### src/rtl/atm_pkg.sv
// Shared constants and state encoding for the ATM balance
// transaction controller.
package atm_pkg;

    localparam logic [1:0] OP_QUERY = 2'b00;
    localparam logic [1:0] OP_DEP   = 2'b01;
    localparam logic [1:0] OP_WD    = 2'b10;
    localparam logic [1:0] OP_CLR   = 2'b11;

    localparam logic [1:0] ST_OK  = 2'b00;
    localparam logic [1:0] ST_NSF = 2'b01;
    localparam logic [1:0] ST_OVF = 2'b10;
    localparam logic [1:0] ST_LIM = 2'b11;

    typedef enum logic [1:0] {
        ARB  = 2'd0,
        EXEC = 2'd1,
        RESP = 2'd2
    } state_t;

endpackage

### src/rtl/atm_rr_arbiter.sv
// Combinational round-robin picker: searches upward from the
// requester after last_i and wraps.
module atm_rr_arbiter #(
    parameter int NUM_REQ = 3
) (
    input  logic [NUM_REQ-1:0] req_i,
    input  logic [1:0]         last_i,
    input  logic               en_i,
    output logic [NUM_REQ-1:0] gnt_o,
    output logic [1:0]         idx_o
);

    logic found;

    always_comb begin
        gnt_o = '0;
        idx_o = '0;
        found = 1'b0;
        for (int k = 1; k <= NUM_REQ; k++) begin
            int j;
            j = (int'(last_i) + k) % NUM_REQ;
            if (en_i && !found && req_i[j]) begin
                found    = 1'b1;
                gnt_o[j] = 1'b1;
                idx_o    = 2'(j);
            end
        end
    end

endmodule

### src/rtl/atm_txn_arbiter.sv
// Shared-balance transaction controller: arbitrates requesters and
// executes one atomic balance operation per three cycles.
module atm_txn_arbiter
    import atm_pkg::*;
#(
    parameter int NUM_REQ  = 3,
    parameter int BAL_W    = 8,
    parameter int AMT_W    = 4,
    parameter int WD_LIMIT = 60
) (
    input  logic                     clk,
    input  logic                     rst,
    input  logic [NUM_REQ-1:0]       req_valid,
    input  logic [2*NUM_REQ-1:0]     req_op,
    input  logic [AMT_W*NUM_REQ-1:0] req_amt,
    output logic [NUM_REQ-1:0]       req_ready,
    input  logic                     session_start,
    output logic                     rsp_valid,
    output logic [1:0]               rsp_id,
    output logic [1:0]               rsp_status,
    output logic [BAL_W-1:0]         balance,
    output logic [BAL_W-1:0]         wd_total,
    output logic                     busy,
    output logic [7:0]               txn_count
);

    state_t             state_q, state_d;
    logic [1:0]         op_q, op_d;
    logic [AMT_W-1:0]   amt_q, amt_d;
    logic [1:0]         id_q, id_d;
    logic [1:0]         last_q, last_d;
    logic [BAL_W-1:0]   bal_q, bal_d;
    logic [BAL_W-1:0]   wd_q, wd_d;
    logic [7:0]         cnt_q, cnt_d;
    logic [1:0]         st_q, st_d;

    logic [NUM_REQ-1:0] gnt;
    logic [1:0]         gnt_idx;
    logic [BAL_W-1:0]   amt_ext;
    logic [BAL_W:0]     sum_dep;
    logic [BAL_W:0]     sum_wd;
    logic [1:0]         st_nxt;

    atm_rr_arbiter #(.NUM_REQ(NUM_REQ)) u_rr (
        .req_i  (req_valid),
        .last_i (last_q),
        .en_i   (state_q == ARB),
        .gnt_o  (gnt),
        .idx_o  (gnt_idx)
    );

    assign amt_ext = {{(BAL_W-AMT_W){1'b0}}, amt_q};
    assign sum_dep = {1'b0, bal_q} + {1'b0, amt_ext};
    assign sum_wd  = {1'b0, wd_q} + {1'b0, amt_ext};

    always_comb begin
        state_d = state_q;
        op_d    = op_q;
        amt_d   = amt_q;
        id_d    = id_q;
        last_d  = last_q;
        bal_d   = bal_q;
        wd_d    = wd_q;
        cnt_d   = cnt_q;
        st_d    = st_q;
        st_nxt  = ST_OK;
        unique case (state_q)
            ARB: begin
                if (|(req_valid & gnt)) begin
                    op_d    = req_op[2*gnt_idx +: 2];
                    amt_d   = req_amt[AMT_W*gnt_idx +: AMT_W];
                    id_d    = gnt_idx;
                    last_d  = gnt_idx;
                    state_d = EXEC;
                end
            end
            EXEC: begin
                unique case (op_q)
                    OP_QUERY: st_nxt = ST_OK;
                    OP_DEP: begin
                        if (sum_dep[BAL_W]) st_nxt = ST_OVF;
                        else bal_d = sum_dep[BAL_W-1:0];
                    end
                    OP_WD: begin
                        if (amt_ext > bal_q) begin
                            st_nxt = ST_NSF;
                        end else if (sum_wd > (BAL_W+1)'(WD_LIMIT)) begin
                            st_nxt = ST_LIM;
                        end else begin
                            bal_d = bal_q - amt_ext;
                            wd_d  = sum_wd[BAL_W-1:0];
                        end
                    end
                    OP_CLR: begin
                        bal_d = '0;
                        wd_d  = '0;
                    end
                endcase
                st_d = st_nxt;
                if (st_nxt == ST_OK) cnt_d = cnt_q + 8'd1;
                state_d = RESP;
            end
            RESP:    state_d = ARB;
            default: state_d = ARB;
        endcase
        // A new session overrides any withdrawal recorded this edge.
        if (session_start) wd_d = '0;
    end

    always_ff @(posedge clk) begin
        if (rst) begin
            state_q <= ARB;
            op_q    <= '0;
            amt_q   <= '0;
            id_q    <= '0;
            last_q  <= 2'(NUM_REQ-1);
            bal_q   <= '0;
            wd_q    <= '0;
            cnt_q   <= '0;
            st_q    <= '0;
        end else begin
            state_q <= state_d;
            op_q    <= op_d;
            amt_q   <= amt_d;
            id_q    <= id_d;
            last_q  <= last_d;
            bal_q   <= bal_d;
            wd_q    <= wd_d;
            cnt_q   <= cnt_d;
            st_q    <= st_d;
        end
    end

    assign req_ready  = gnt;
    assign rsp_valid  = (state_q == RESP);
    assign rsp_id     = id_q;
    assign rsp_status = st_q;
    assign balance    = bal_q;
    assign wd_total   = wd_q;
    assign busy       = (state_q != ARB);
    assign txn_count  = cnt_q;

endmodule
### config.mk
export PLATFORM = sky130hd
export DESIGN_NAME = atm_txn_arbiter
export DESIGN_NICKNAME = d
export VERILOG_FILES = /design/src/rtl/atm_pkg.sv /design/src/rtl/atm_rr_arbiter.sv /design/src/rtl/atm_txn_arbiter.sv
export SDC_FILE = /design/constraint.sdc
export NUM_CORES = 1
export LEC_CHECK = 0
export BUFFER_PORTS_ARGS = -buffer_cell sky130_fd_sc_hd__buf_2
export CAP_MARGIN = 20
export CELL_PAD_IN_SITES_DETAIL_PLACEMENT = 1
export CELL_PAD_IN_SITES_GLOBAL_PLACEMENT = 1
export CORE_MARGIN = 1
export CORE_UTILIZATION = 45
export DETAILED_ROUTE_END_ITERATION = 7
export GPL_ROUTABILITY_DRIVEN = 0
export GPL_TIMING_DRIVEN = 0
export PLACE_DENSITY_LB_ADDON = 0.1
export SLEW_MARGIN = 40
export SYNTH_ARGS = -nofsm -noshare
export SYNTH_HDL_FRONTEND = slang
export SYNTH_SLANG_ARGS = --single-unit
### constraint.sdc
create_clock -name clk -period 6.7 [get_ports clk]
set_input_delay 0 -clock clk [delete_from_list [all_inputs] [get_ports clk]]
set_output_delay 0 -clock clk [all_outputs]
set_load 0.005 [all_outputs]
Word-level counts from Yosys, hierarchy flattened
Cells that the tools add are included.
{ "op_classes": {"addsub": 7, "div_mod_pow": 3, "n_lt_le_gt_ge": 8, "n_eq_ne": 9, "n_shift": 2, "mux": 37, "bitwise": 3, "n_reduce_logical": 21} }
{ "ops": {"columns": ["cell", "n"], "rows": [
  ["$ge A32 B1 Y1 const B", 3],
  ["$lt A32 B4 Y1 const B", 3],
  ["$mod A32 B3 Y32 const B", 3],
  ["$mux W8", 5],
  ["$pmux W8 S3", 1],
  ["$add A8 B4 Y9", 2],
  ["$mux W2", 8],
  ["$pmux W8 S2", 1],
  ["$shiftx A12 B5 Y4", 1],
  ["$mux W1", 11],
  ["$gt A9 B6 Y1 const B", 1],
  ["$mux W3", 3],
  ["$add A8 B1 Y8 const B", 1],
  ["$gt A4 B8 Y1", 1],
  ["$logic_and A1 B1 Y1", 8],
  ["$ne A2 B2 Y1 const B", 4],
  ["$pmux W2 S2", 2],
  ["$sub A8 B4 Y8", 1],
  ["$add A2 B2 Y3 const B", 2],
  ["$bmux W1 S2", 3],
  ["$demux W1 S2", 3],
  ["$eq A2 B2 Y1 const B", 3],
  ["$or A3 B3 Y3", 2],
  ["$shiftx A6 B4 Y2", 1],
  ["other kinds (12)", 17]
]} }
{ "totals": {"register_bits": 38, "in_bits": 24, "out_inout_bits": 33, "word_cells": 99} }

Longest topological paths before layout
{ "logic_depth": {"ltp_word": 19, "depth_mapped": 11, "mapped_depth_nobuf": 10} }

Hierarchy
Synthesis repeated with hierarchy kept, for this count alone.
{ "unflattened": {"cells_unflattened": 345, "hier_area_um2": 2755.1} }
{ "modules_own_cells": {"columns": ["module", "instances", "cells_per_inst", "area_each_um2", "seq_area_each_um2"], "rows": [
  ["atm_txn_arbiter", 1, 305, 2453.6, 740.7],
  ["atm_rr_arbiter", 1, 40, 301.5, 0.0]
]} }

Worst setup path after synthesis
No wires, ideal clock.
{ "synth_path": {"path_type": "register to register", "startpoint": "reg wd_q[0] (netlist: wd_total[0])", "endpoint": "reg cnt_q[3] (netlist: txn_count[3])", "setup_time_ns": 0.123, "arrival_ns": 2.648, "required_ns": 6.577, "setup_slack_ns": 3.928, "stages_incl_launch_ff": 10, "n_path_buf": 1, "period_less_slack_ns": 2.772, "cell_sequence": "dfxtp_1 ha_1 fa_1 a211oi_2 nor3_1 o211ai_1 a31oi_4 buf_2 a21oi_1 mux2_1"} }
{ "synth_between": {"elab_chain_cells": 8} }
{ "synth_rtl": {"columns": ["item", "line_no", "source"], "rows": [
  ["start, declared", "atm_txn_arbiter.sv:33", "logic [BAL_W-1:0] wd_q, wd_d;"],
  ["start signal, assigned", "atm_txn_arbiter.sv:128", "wd_q <= wd_d;"],
  ["$add A8 B4 Y9", "atm_txn_arbiter.sv:54", "assign sum_wd = {1'b0, wd_q} + {1'b0, amt_ext};"],
  ["$gt A9 B6 Y1", "atm_txn_arbiter.sv:87", "end else if (sum_wd > (BAL_W+1)'(WD_LIMIT)) begin"],
  ["$mux W2", "atm_txn_arbiter.sv:87", null],
  ["$mux W2", "atm_txn_arbiter.sv:85", "if (amt_ext > bal_q) begin"],
  ["$pmux W2 S2", "atm_txn_arbiter.sv:78", "unique case (op_q)"],
  ["$mux W2", "atm_txn_arbiter.sv:67", "unique case (state_q)"],
  ["$logic_not A2 Y1", "atm_txn_arbiter.sv:100", "if (st_nxt == ST_OK) cnt_d = cnt_q + 8'd1;"],
  ["$reduce_and A2 Y1 (no line)", null, null],
  ["end signal, assigned", "atm_txn_arbiter.sv:129", "cnt_q <= cnt_d;"],
  ["end, declared", "atm_txn_arbiter.sv:34", "logic [7:0] cnt_q, cnt_d;"]
]} }
No other way between the ends. The select of a mux whose other input is x is not followed.
A chain may end at the register's enable or synchronous reset.

Worst setup path after layout
{ "layout_path": {"startpoint": "reg amt_q[0]", "endpoint": "reg bal_q[1] (netlist: balance[1])"} }
{ "layout_between": {"elab_chain_cells": 4, "word_cells_on_any_way": 13, "cone_classes": "add/sub: 3; order compare: 2; eq/ne: 3; mux: 4; reduce/logical: 1"} }
{ "layout_rtl": {"columns": ["item", "line_no", "source"], "rows": [
  ["start, declared", "atm_txn_arbiter.sv:29", "logic [AMT_W-1:0] amt_q, amt_d;"],
  ["start signal, assigned", "atm_txn_arbiter.sv:124", "amt_q <= amt_d;"],
  ["$add A8 B4 Y9 / $sub A8 B4 Y8 (equally long branches)", "atm_txn_arbiter.sv:54, atm_txn_arbiter.sv:90", null],
  ["$gt A9 B6 Y1 / $mux W8 (equally long branches)", "atm_txn_arbiter.sv:87", null],
  ["$ne A2 B2 Y1 (no line) / $mux W8 (equally long branches)", null, null],
  ["$reduce_and A5 Y1 (no line) / $pmux W8 S3 (equally long branches)", null, null],
  ["end signal, assigned", "atm_txn_arbiter.sv:127", "bal_q <= bal_d;"],
  ["end, declared", "atm_txn_arbiter.sv:32", "logic [BAL_W-1:0] bal_q, bal_d;"]
]} }
Several ways; a longest one is shown, not always the timed one. The select of a mux whose other input is x is not followed.

==> impl_metrics.env <==
export IMPL_outcome="finished with violations"
export IMPL_violations="design-rule violations"
export IMPL_power_switching_w=0.000590
export IMPL_crit_family="compound AO/OA/AOI/OAI gates"
export IMPL_async_reset_ff_frac=0
export IMPL_synthMuxAreaShare=0.0723
export IMPL_insertedDiodeCount=0
export IMPL_timing_worst_setup_path_type="register to register"
export IMPL_post_cts_buffers=0
export IMPL_cts_tree="yes"
export IMPL_cp_start_kind="register"
export IMPL_rr_worst_depth=9
export IMPL_yosysUniqueCellTypes=68
export IMPL_path_depth=9
export IMPL_tns_ps=0
export IMPL_core_area_sq_um=6420
export IMPL_syn_nets=421
export IMPL_timing_rr_start="amt_q[0]$_SDFFE_PP0P_"
export IMPL_final_common_cell="buf_2"
export IMPL_required_ps=6860
export IMPL_root_buffer="clkbuf_8"
export IMPL_initial_core_util=0.472
export IMPL_powerDensity_nw_per_um2=355
export IMPL_min_period_ps=3260
export IMPL_dp_hpwl_um=6960
export IMPL_pwr_share_comb=0.576
export IMPL_cp_max_fo=10
export IMPL_hp_start="req_op[4]"
export IMPL_first_pass_iters=7
export IMPL_netSwitchingFraction=0.469
export IMPL_synthSimpleGateAreaFrac=0.237
export IMPL_grt_pass1_vias=3093
export IMPL_htreeDepth=2
export IMPL_row_count=29
export IMPL_max_stage_delay_ps=520
export IMPL_rsz0062_at_grt="false"
export IMPL_critPathBufInv=1
export IMPL_final_antenna_net_count=0
export IMPL_die_x_um=84.1
export IMPL_synth_xor_area_frac=0.00578
export IMPL_finClkSkew_ps=10.3
export IMPL_power_share_sequential=0.237
export IMPL_maxSlewViolCount=0
export IMPL_crit_slowest_cell="o211ai_1"
export IMPL_synth_area_leader_cell="dfxtp_1"
export IMPL_fin_hold_ws_ps=161
export IMPL_detail_route_wl_per_cell_um=17.7
export IMPL_io_buffers=54
export IMPL_setup_violations=0
export IMPL_fin_crit_sh=0.487
export IMPL_routed_wl_um=9090
export IMPL_clock_path_buffers=2
export IMPL_syn2layout_area_growth_pct=16.8
export IMPL_mostFrequentLayoutCells="buf_2 (58), dfxtp_1 (37), nor2_1 (35)"
export IMPL_grt_pass1_wl_um=15400
export IMPL_fin_nets=483
export IMPL_synth_edf_count=0
export IMPL_synth_top_family_by_area="compound AO/OA/AOI/OAI gates"
export IMPL_num_vias=3091
export IMPL_die_area_sq_um=7070
export IMPL_synthTopCellsByArea="dfxtp_1 (24%), ha_1 (8.7%), mux2i_1 (4.6%), a21oi_1 (4.5%), nor2_1 (4.3%)"
export IMPL_drive_above_1_share=0.195
export IMPL_cp_arrival_ps=3420
export IMPL_numCtsBuffers=5
export IMPL_clk_latency_ps=300
export IMPL_yosysSeqAreaShare=0.244
export IMPL_vdd_drop_max_v=0.000157
export IMPL_setup_slack_ps=3440
export IMPL_numClockSinks=37
export IMPL_drcViolationCount=8
export IMPL_die_h_um=84.1
export IMPL_hold_violations=0
export IMPL_cts_resized=0
export IMPL_post_route_util=0.551
export IMPL_yosys_warnings=0
export IMPL_drt_initial_drc_count=112
export IMPL_pwr_share_clk=0.187
export IMPL_max_slew_worst_pin_slew_ps=621
export IMPL_worstPathCellList="ha_1 -> fa_1 -> a211oi_2 -> nor3_1 -> o211ai_1 -> a31oi_4 -> buf_2 -> a2111oi_0 -> a211oi_1"
export IMPL_grt_total_usage=0.269
export IMPL_synth_fa_ha_area_frac=0.107
export IMPL_fmax_mhz=307
export IMPL_dpl_cell_count=504
export IMPL_synth_compound_area_frac=0.280
export IMPL_slew_headroom=0.581
export IMPL_p_int_w=0.000667
export IMPL_ys_flop_type="dfxtp_1"
export IMPL_hold_depth=4
export IMPL_ys_seq_elements=37
export IMPL_end_kind="register"
export IMPL_yosys_area_top_type_share=0.244
export IMPL_syn_inst=373
export IMPL_p_leak_nw=1.60
export IMPL_io_pins=57
export IMPL_cts_clk_slew_worst_paths_ps=80
export IMPL_critPathLaunch="amt_q[0]$_SDFFE_PP0P_"
export IMPL_drv_cap=0
export IMPL_grt_remaining_overflow=0
export IMPL_synth_avg_cell_area_sq_um=8.12
export IMPL_netlist_area_sq_um=3030
export IMPL_antenna_found_initial=0
export IMPL_fin_cells=513
export IMPL_viasPerCell=6.03
export IMPL_hold_class="input port to register"
export IMPL_pre_cts_ws_ps=3450
export IMPL_grt_max_degree=13
## through the flow
step           area, sq um  total power [W]
3_5_place_dp          3400          0.00102
4_1_cts               3540          0.00126
2_1_floorplan         3030         0.000810
3_3_place_gp          3400         0.000989
6_report              3540          0.00126
5_1_grt               3540          0.00136
## worst register-to-register path, cell delays in order, from the launching register on
cell,delay [ps]
dfxtp_1,370
ha_1,270
fa_1,450
a211oi_2,370
nor3_1,90
o211ai_1,520
a31oi_4,270
buf_2,280
a2111oi_0,410
a211oi_1,90
## timing repair
| item | in CTS | in global routing |
|---|---|---|
| hold buffers | 1 | 0 |
| setup endpoints to repair | 0 | 0 |
| hold endpoints to repair | 4 | 0 |
## layer usage
metal  GRT usage  vias to the layer above  wire, um
li1            -                     1508         -
met1       0.348                     1487      4210
met2       0.470                       81      4450
met3      0.0356                       15       281
met4      0.0674                        0       143
met5           0                        -         0
## synth_stat cells, drive strengths merged (3+ instances only)
master   instances
dfxtp           37
nor2            36
a21oi           27
nand2           23
ha              21
inv             21
nor2b           16
clkbuf          14
mux2i           14
a211oi          13
nand2b          13
nand3           11
and3             9
o21ai            9
nor3             8
nor4             8
a21o             7
mux2             7
buf              6
o21a             6
a2111oi          4
nand4            4
o211a            4
a31oi            3
fa               3
o211ai           3
o221a            3
o221ai           3
or4              3
## flip-flops by register name, summed over array words and instances (netlist names)
register    cells
balance         8
txn_count       8
wd_total        8
amt_q           4
op_q            2
rsp_id          2
rsp_status      2
state_q         2
last_q          1
## layout make-up
| cell class | instances | area (sq um) |
|---|---|---|
| buffer | 20 | 83.8 |
| clock buffer | 5 | 68.8 |
| clock inverter | 3 | 65.1 |
| fill | 817 | 2880 |
| inverter | 21 | 78.8 |
| multi-input combinational | 295 | 2130 |
| sequential | 37 | 741 |
| tap | 77 | 96.3 |
| timing repair buffer | 55 | 280 |
## power by group through the flow
stage	sequential [W]	combinational, W	clock (W)
final	0.000298	0.000724	0.000235
after global placement	0.000300	0.000689	0
after detailed placement	0.000304	0.000712	0
after floorplan	0.000287	0.000523	0
after global routing	0.000304	0.000805	0.000249
after CTS	0.000299	0.000721	0.000239
## cells by family after synthesis
kind of cell,after synthesis
xor+xnor,2
flops,37
simple gates,139
fa+ha+maj,24
mux,21
compound gates,109
buf+inv,41
## path summary, 6_finish.rpt
path                                              endpoint  slack [ps]
worst max-delay path               balance[1]$_SDFFE_PP0P_        3440
worst min-delay path                  op_q[0]$_SDFFE_PP0P_         160
worst max register to register     balance[1]$_SDFFE_PP0P_        3440
worst min register to register  rsp_status[0]$_SDFFE_PP0P_         470
Note: power is estimated with default switching activity, not from simulation.
